==> src/rtl/multimode_storage.sv <==
// multimode_storage
//   Storage block that behaves as a single-register buffer, a LIFO or a FIFO.
//   The mode comes from the one-hot chip enables. Any change of the decoded
//   mode flushes the stored contents.
//
// Parameters
//   DATA_W : data width in bits
//   DEPTH  : number of entries (power of two, >= 2)
//   ADDR_W : pointer width, derived from DEPTH
//
// Ports
//   clk          : clock, all state updates on the rising edge
//   rst          : asynchronous active-high reset
//   chip_en_buf  : selects BUFFER when it is the only enable high
//   chip_en_lifo : selects LIFO when it is the only enable high
//   chip_en_fifo : selects FIFO when it is the only enable high
//   push / pop   : write / read requests
//   data_in      : write data
//   data_out     : registered read data
//   dout_valid   : pulse, data_out updated by a pop or a buffer load
//   mode         : BUFFER=0, LIFO=1, FIFO=2, INVALID=3
//   count        : occupancy 0..DEPTH
//   full / empty : occupancy flags
//   err          : pulse on an illegal operation
module multimode_storage #(
  parameter  int DATA_W = 8,
  parameter  int DEPTH  = 8,
  localparam int ADDR_W = $clog2(DEPTH)
) (
  input  logic              clk,
  input  logic              rst,
  input  logic              chip_en_buf,
  input  logic              chip_en_lifo,
  input  logic              chip_en_fifo,
  input  logic              push,
  input  logic              pop,
  input  logic [DATA_W-1:0] data_in,
  output logic [DATA_W-1:0] data_out,
  output logic              dout_valid,
  output logic [1:0]        mode,
  output logic [ADDR_W:0]   count,
  output logic              full,
  output logic              empty,
  output logic              err
);

  typedef enum logic [1:0] {
    MODE_BUF     = 2'd0,
    MODE_LIFO    = 2'd1,
    MODE_FIFO    = 2'd2,
    MODE_INVALID = 2'd3
  } mode_e;

  localparam logic [ADDR_W:0]   CNT_ZERO = '0;
  localparam logic [ADDR_W:0]   CNT_ONE  = (ADDR_W+1)'(1);
  localparam logic [ADDR_W:0]   CNT_FULL = (ADDR_W+1)'(DEPTH);
  localparam logic [ADDR_W-1:0] PTR_ZERO = '0;
  localparam logic [ADDR_W-1:0] PTR_ONE  = ADDR_W'(1);

  logic [DATA_W-1:0] mem_r [DEPTH];
  mode_e             mode_r;
  mode_e             mode_dec_s;
  logic [DATA_W-1:0] data_out_r;
  logic              dout_valid_r;
  logic              err_r;
  logic [ADDR_W:0]   count_r;
  logic              full_r;
  logic              empty_r;
  logic [ADDR_W-1:0] wr_ptr_r;
  logic [ADDR_W-1:0] rd_ptr_r;

  logic [ADDR_W:0]   count_nxt_s;
  logic [ADDR_W-1:0] wr_ptr_nxt_s;
  logic [ADDR_W-1:0] rd_ptr_nxt_s;
  logic              mem_we_s;
  logic [ADDR_W-1:0] mem_waddr_s;
  logic              dout_ld_s;
  logic              dout_sel_in_s;
  logic [ADDR_W-1:0] dout_raddr_s;
  logic              dout_valid_nxt_s;
  logic              err_nxt_s;
  logic [ADDR_W-1:0] top_s;
  logic [DATA_W-1:0] dout_nxt_s;

  // Stack top index; when full the low bits are 0 and the subtraction wraps to DEPTH-1.
  assign top_s = count_r[ADDR_W-1:0] - PTR_ONE;

  // Decode the one-hot enables; any other combination is INVALID.
  always_comb begin
    case ({chip_en_buf, chip_en_lifo, chip_en_fifo})
      3'b100:  mode_dec_s = MODE_BUF;
      3'b010:  mode_dec_s = MODE_LIFO;
      3'b001:  mode_dec_s = MODE_FIFO;
      default: mode_dec_s = MODE_INVALID;
    endcase
  end

  // Next-state, memory write and read-out control for the current operation.
  always_comb begin
    count_nxt_s      = count_r;
    wr_ptr_nxt_s     = wr_ptr_r;
    rd_ptr_nxt_s     = rd_ptr_r;
    mem_we_s         = 1'b0;
    mem_waddr_s      = wr_ptr_r;
    dout_ld_s        = 1'b0;
    dout_sel_in_s    = 1'b0;
    dout_raddr_s     = rd_ptr_r;
    dout_valid_nxt_s = 1'b0;
    err_nxt_s        = 1'b0;
    if (mode_dec_s != mode_r) begin
      // Mode change: flush and drop this cycle's request.
      count_nxt_s  = CNT_ZERO;
      wr_ptr_nxt_s = PTR_ZERO;
      rd_ptr_nxt_s = PTR_ZERO;
    end else begin
      case (mode_r)
        MODE_BUF: begin
          if (push) begin
            dout_ld_s        = 1'b1;
            dout_sel_in_s    = 1'b1;
            dout_valid_nxt_s = 1'b1;
          end else begin
            dout_ld_s = 1'b0;
          end
        end
        MODE_FIFO: begin
          case ({push, pop})
            2'b10: begin
              if (!full_r) begin
                mem_we_s     = 1'b1;
                wr_ptr_nxt_s = wr_ptr_r + PTR_ONE;
                count_nxt_s  = count_r + CNT_ONE;
              end else begin
                err_nxt_s = 1'b1;
              end
            end
            2'b01: begin
              if (!empty_r) begin
                dout_ld_s        = 1'b1;
                dout_valid_nxt_s = 1'b1;
                rd_ptr_nxt_s     = rd_ptr_r + PTR_ONE;
                count_nxt_s      = count_r - CNT_ONE;
              end else begin
                err_nxt_s = 1'b1;
              end
            end
            2'b11: begin
              // When full wr_ptr == rd_ptr: the read sees the old entry.
              mem_we_s     = 1'b1;
              wr_ptr_nxt_s = wr_ptr_r + PTR_ONE;
              if (!empty_r) begin
                dout_ld_s        = 1'b1;
                dout_valid_nxt_s = 1'b1;
                rd_ptr_nxt_s     = rd_ptr_r + PTR_ONE;
              end else begin
                count_nxt_s = count_r + CNT_ONE;
                err_nxt_s   = 1'b1;
              end
            end
            default: begin
              err_nxt_s = 1'b0;
            end
          endcase
        end
        MODE_LIFO: begin
          case ({push, pop})
            2'b10: begin
              if (!full_r) begin
                mem_we_s    = 1'b1;
                mem_waddr_s = count_r[ADDR_W-1:0];
                count_nxt_s = count_r + CNT_ONE;
              end else begin
                err_nxt_s = 1'b1;
              end
            end
            2'b01: begin
              if (!empty_r) begin
                dout_ld_s        = 1'b1;
                dout_valid_nxt_s = 1'b1;
                dout_raddr_s     = top_s;
                count_nxt_s      = count_r - CNT_ONE;
              end else begin
                err_nxt_s = 1'b1;
              end
            end
            2'b11: begin
              mem_we_s = 1'b1;
              if (!empty_r) begin
                // Old top goes out, new data replaces it in place.
                mem_waddr_s      = top_s;
                dout_ld_s        = 1'b1;
                dout_valid_nxt_s = 1'b1;
                dout_raddr_s     = top_s;
              end else begin
                mem_waddr_s = PTR_ZERO;
                count_nxt_s = CNT_ONE;
                err_nxt_s   = 1'b1;
              end
            end
            default: begin
              err_nxt_s = 1'b0;
            end
          endcase
        end
        default: begin
          err_nxt_s = push | pop;
        end
      endcase
    end
  end

  // Select the value loaded into data_out.
  always_comb begin
    if (dout_sel_in_s) begin
      dout_nxt_s = data_in;
    end else begin
      dout_nxt_s = mem_r[dout_raddr_s];
    end
  end

  // Storage array; contents are not reset.
  always_ff @(posedge clk) begin
    if (mem_we_s) begin
      mem_r[mem_waddr_s] <= data_in;
    end
  end

  // Control and output registers.
  always_ff @(posedge clk or posedge rst) begin
    if (rst) begin
      mode_r       <= MODE_INVALID;
      count_r      <= CNT_ZERO;
      full_r       <= 1'b0;
      empty_r      <= 1'b1;
      wr_ptr_r     <= PTR_ZERO;
      rd_ptr_r     <= PTR_ZERO;
      data_out_r   <= '0;
      dout_valid_r <= 1'b0;
      err_r        <= 1'b0;
    end else begin
      mode_r       <= mode_dec_s;
      count_r      <= count_nxt_s;
      full_r       <= (count_nxt_s == CNT_FULL);
      empty_r      <= (count_nxt_s == CNT_ZERO);
      wr_ptr_r     <= wr_ptr_nxt_s;
      rd_ptr_r     <= rd_ptr_nxt_s;
      dout_valid_r <= dout_valid_nxt_s;
      err_r        <= err_nxt_s;
      if (dout_ld_s) begin
        data_out_r <= dout_nxt_s;
      end
    end
  end

  assign data_out   = data_out_r;
  assign dout_valid = dout_valid_r;
  assign mode       = mode_r;
  assign count      = count_r;
  assign full       = full_r;
  assign empty      = empty_r;
  assign err        = err_r;

endmodule

==> config.mk <==
export PLATFORM = sky130hd
export DESIGN_NAME = multimode_storage
export DESIGN_NICKNAME = d
export VERILOG_FILES = /design/src/rtl/multimode_storage.sv
export SDC_FILE = /design/constraint.sdc
export NUM_CORES = 1
export LEC_CHECK = 0
export CAP_MARGIN = 20
export CORE_MARGIN = 3
export CORE_UTILIZATION = 37
export CTS_BUF_LIST = sky130_fd_sc_hd__clkbuf_4
export CTS_CLUSTER_SIZE = 24
export DETAILED_ROUTE_END_ITERATION = 12
export GPL_TIMING_DRIVEN = 1
export SYNTH_ARGS = -nofsm -noshare
export SYNTH_HDL_FRONTEND = slang
export SYNTH_SLANG_ARGS = --single-unit
==> constraint.sdc <==
create_clock -name clk -period 7.1 [get_ports clk]
set_clock_uncertainty 0.05 [all_clocks]
set_input_delay 2.13 -clock clk [delete_from_list [all_inputs] [get_ports clk]]
set_output_delay 2.13 -clock clk [all_outputs]
set_load 0.03 [all_outputs]
==> summary.md <==
| Metric | Value |
|---|---|
| Result of the run | finished clean |
| Number of H-tree branching levels | 3 |
| WHS Path Cells | 2 |
| Launch point of the worst reg-to-reg path | mode[0]$_DFF_PP1_ |
| Number of failing hold endpoints at the final stage | 0 |
| Max-Cap Viols | 0 |
| CTS sink cnt | 88 |
| Data arrival time of the critical path | 5.55 ns |
| Power density relative to cell area | 235.6 nW/um2 |
| Initial standard-cell utilization of the core | 0.3886 |
| Sequential area share after synthesis | 0.5844 |
| Post-CTS clock slew at the launch and capture registers of the worst setup and hold paths | 0.15 ns |
| Floorplan die width | 114.1 um |
| Sequential cell fraction of total power | 0.524 |
| Yosys cell types | 64 |
| Total gr overflow | 0 |
| Antenna-violating nets left | 0 |
| Count of flip-flops with a built-in enable after synthesis | 64 |
| Total routing resource utilization after global routing | 0.1517 |
| Most frequently used flop master after synthesis | edfxtp_1 |
| Achievable clock frequency | 191.7 MHz |
| Biggest fanout along the worst timing path | 19 |
| Post-CTS setup buffer count | 0 |
| Total die area | 13020 um2 |
| Final setup violation count | 0 |
| Setup repair after global routing missed its margin | no |
| Switch share | 0.3067 |
| Cells on worst reg2reg path | 7 |
| Worst ir drop on vdd | 0.0001628 V |
| Post-Syn Area | 4323 um2 |
| Vias after detailed routing | 3056 |
| Final period demand of the worst path | 5.216 ns |
| Kind of launch point of the worst setup path | primary input |
| Gate power share | 0.227 |
| Leading cell type in the layout, fill and taps excluded | edfxtp_1 |
| Power share of the clock group | 0.249 |
| Final Instance Count excl. Fillers | 556 |
| Hold_buf cts | 0 |
| Synthesized netlist net count | 402 |
| Chip Height | 114.1 um |
| Hold path startpoint | data_out[2]$_DFFE_PP0P_ |
| Post-placement worst setup slack | 1.359 ns |
| Number of synthesis warnings | 0 |
| Slowest stage cell, crit path | mux2i_2 |
| Post-Place Cells | 537 |
| Commonest non-fill, non-tap cells in the layout | edfxtp_1, nand2_1, clkdlybuf4s50_1, a21oi_1, nor2_1 |
| Worst max-slew margin expressed relative to the limit | 0.3648 |
| Clock insertion delay at the later pin of the skew report | 0.43 ns |
| Standard cell core area | 11130 um2 |
| Flip-flop and latch count after synthesis | 88 |
| Required time worst endpoint | 7.43 ns |
| Final worst-path cycle share | 0.7346 |
| Final setup TNS | 0 ns |
| Num ports | 33 |
| Setup slack of the critical path after layout | 1.884 ns |
| # DRC | 0 |
| Largest net degree at the start of global routing | 25 |
| Kind of end point of the critical path | register |
| Setup CP Type | primary input to register |
| Cell at the root of the clock tree | clkbuf_4 |
| CTS tree | done |
| Diodes inserted | 0 |
| Async set or reset register ratio after synthesis | 0.2727 |
| Int Power | 0.8091 mW |
| Number of pins exceeding their max-slew limit in the final report | 0 |
| Area delta synth->final | 14.59% |
| First-pass GRT wire length | 15500 um |
| First-pass iteration count of the detailed router | 5 |
| Switching power | 0.3579 mW |
| Number of buffers created by CTS | 9 |
| Synthesized instance count | 378 |
| Mean Syn Cell Area | 11.44 um2 |
| 1st-iter DRT viols | 277 |
| Crit path cell chain | clkdlybuf4s50_1 -> and2b_1 -> and3_1 -> a2bb2oi_4 -> mux2i_2 -> buf_4 -> a21oi_1 -> a32oi_1 -> a31o_1 |
| Total detailed-routing wirelength | 9702 um |
| Crit. Startpoint | pop |
| Port Buf Inserts | 32 |
| WL per Instance | 17.45 um |
| Share of final-layout standard cells stronger than drive strength 1 | 0.09856 |
| Nets@finish | 435 |
| Leakage dissipation | 1.764 nW |
| Number of global-route vias before repair | 2870 |
| Row Count | 38 |
| Largest stage delay on the critical path | 0.84 ns |
| Post-route total power | 1.167 mW |
| Bufs on Longest Clock Path | 2 |
| Routability-driven placement congestion ratio | 0.8244 |
| HPWL reported at the end of detailed placement | 6690 um |
| Via density | 5.496 |
| Post-CTS Resized | 0 |
| Type of the most critical hold path | register to register |
| Number of antenna violations at the first check in global routing | 0 |
| Worst Max-Slew Pin Slew | 0.9263 ns |
## final cells by class
type,count,area [um2]
clock inverters,7,77.57
repair buffers,40,405.4
inverters,10,37.54
well taps,140,175.2
clock buffers,9,67.56
flip-flops and latches,88,2526
multi-input cells,262,1664
fillers,1050,6172
## critical path: cells and delay by family
family | cells | cell delay [ns]
buffers and inverters | 2 | 1.05
AO/OA/AOI/OAI | 4 | 0.87
multiplexers | 1 | 0.84
AND/OR/NAND/NOR | 2 | 0.64
## power by group through the flow
stage / Combinational [mW] / Sequential, mW / Clock (mW)
2_1_floorplan: 0.116 / 0.670 / 0
3_3_place_gp: 0.260 / 0.621 / 0
3_5_place_dp: 0.264 / 0.622 / 0
4_1_cts: 0.264 / 0.611 / 0.296
5_1_grt: 0.288 / 0.618 / 0.319
6_report: 0.265 / 0.611 / 0.291
## stage by stage
step / hold WS, ns / util / area, um2
floorplan: 0.4550 / - / 4323
global placement: 0.4645 / 0.4272 / 4753
detailed placement: 0.4844 / 0.4277 / 4758
CTS: 0.5198 / 0.4407 / 4903
global route: 0.5728 / 0.4452 / 4954
finish: 0.5171 / 0.4452 / 4954
## path summary, 6_finish.rpt
check / endpoint / slack [ns]
max: data_out[3]$_DFFE_PP0P_ / 1.88
min reg2reg: data_out[2]$_DFFE_PP0P_ / 0.52
min in group asynchronous: data_out[7]$_DFFE_PP0P_ / 1.99
min: data_out[2]$_DFFE_PP0P_ / 0.52
max reg2reg: mem_r[1][6]$_DFFE_PP_ / 3.61
max in group asynchronous: mode[1]$_DFF_PP1_ / 4.45
## cell usage after synthesis, types with 7 or more instances
cell      instances  share of area
inv_1            10         0.0087
a32oi_1           7          0.014
mux2i_1           7          0.016
clkbuf_1          7         0.0061
nand2b_1          8          0.012
dfrtp_1          21           0.12
buf_2             7         0.0081
nor2_1           25          0.022
nand2_1          63          0.055
nand3_1          14          0.016
a21oi_1          30          0.035
ha_1              9          0.026
o21ai_0          10          0.012
edfxtp_1         64           0.44
## state kept, by name (all words and copies together), names as in the netlist
signal      flops
mode            2
count           4
wr_ptr_r        3
data_out        8
err             1
mem_r          64
empty           1
rd_ptr_r        3
dout_valid      1
full            1
## metal layers
metal	vias to the layer above	GRT usage	share of wire	wire, um
met5	-	0	0	0
met4	0	0.04751	0.0088	85
met3	6	0.02484	0.058	563
met2	105	0.2217	0.45	4328
met1	1489	0.2309	0.49	4724
li1	1456	-	-	-
## logic make-up (layout without fill, tap and decap cells)
kind of cell	Yosys count	after routing	synth area share
xor+xnor	8	8	0.01621
compound gates	85	85	0.1389
fa+ha+maj	10	10	0.02865
buf+inv	28	66	0.03155
simple gates	145	145	0.1653
mux	14	14	0.03502
flops	88	88	0.5844
Power figures use the tool's default switching activity.
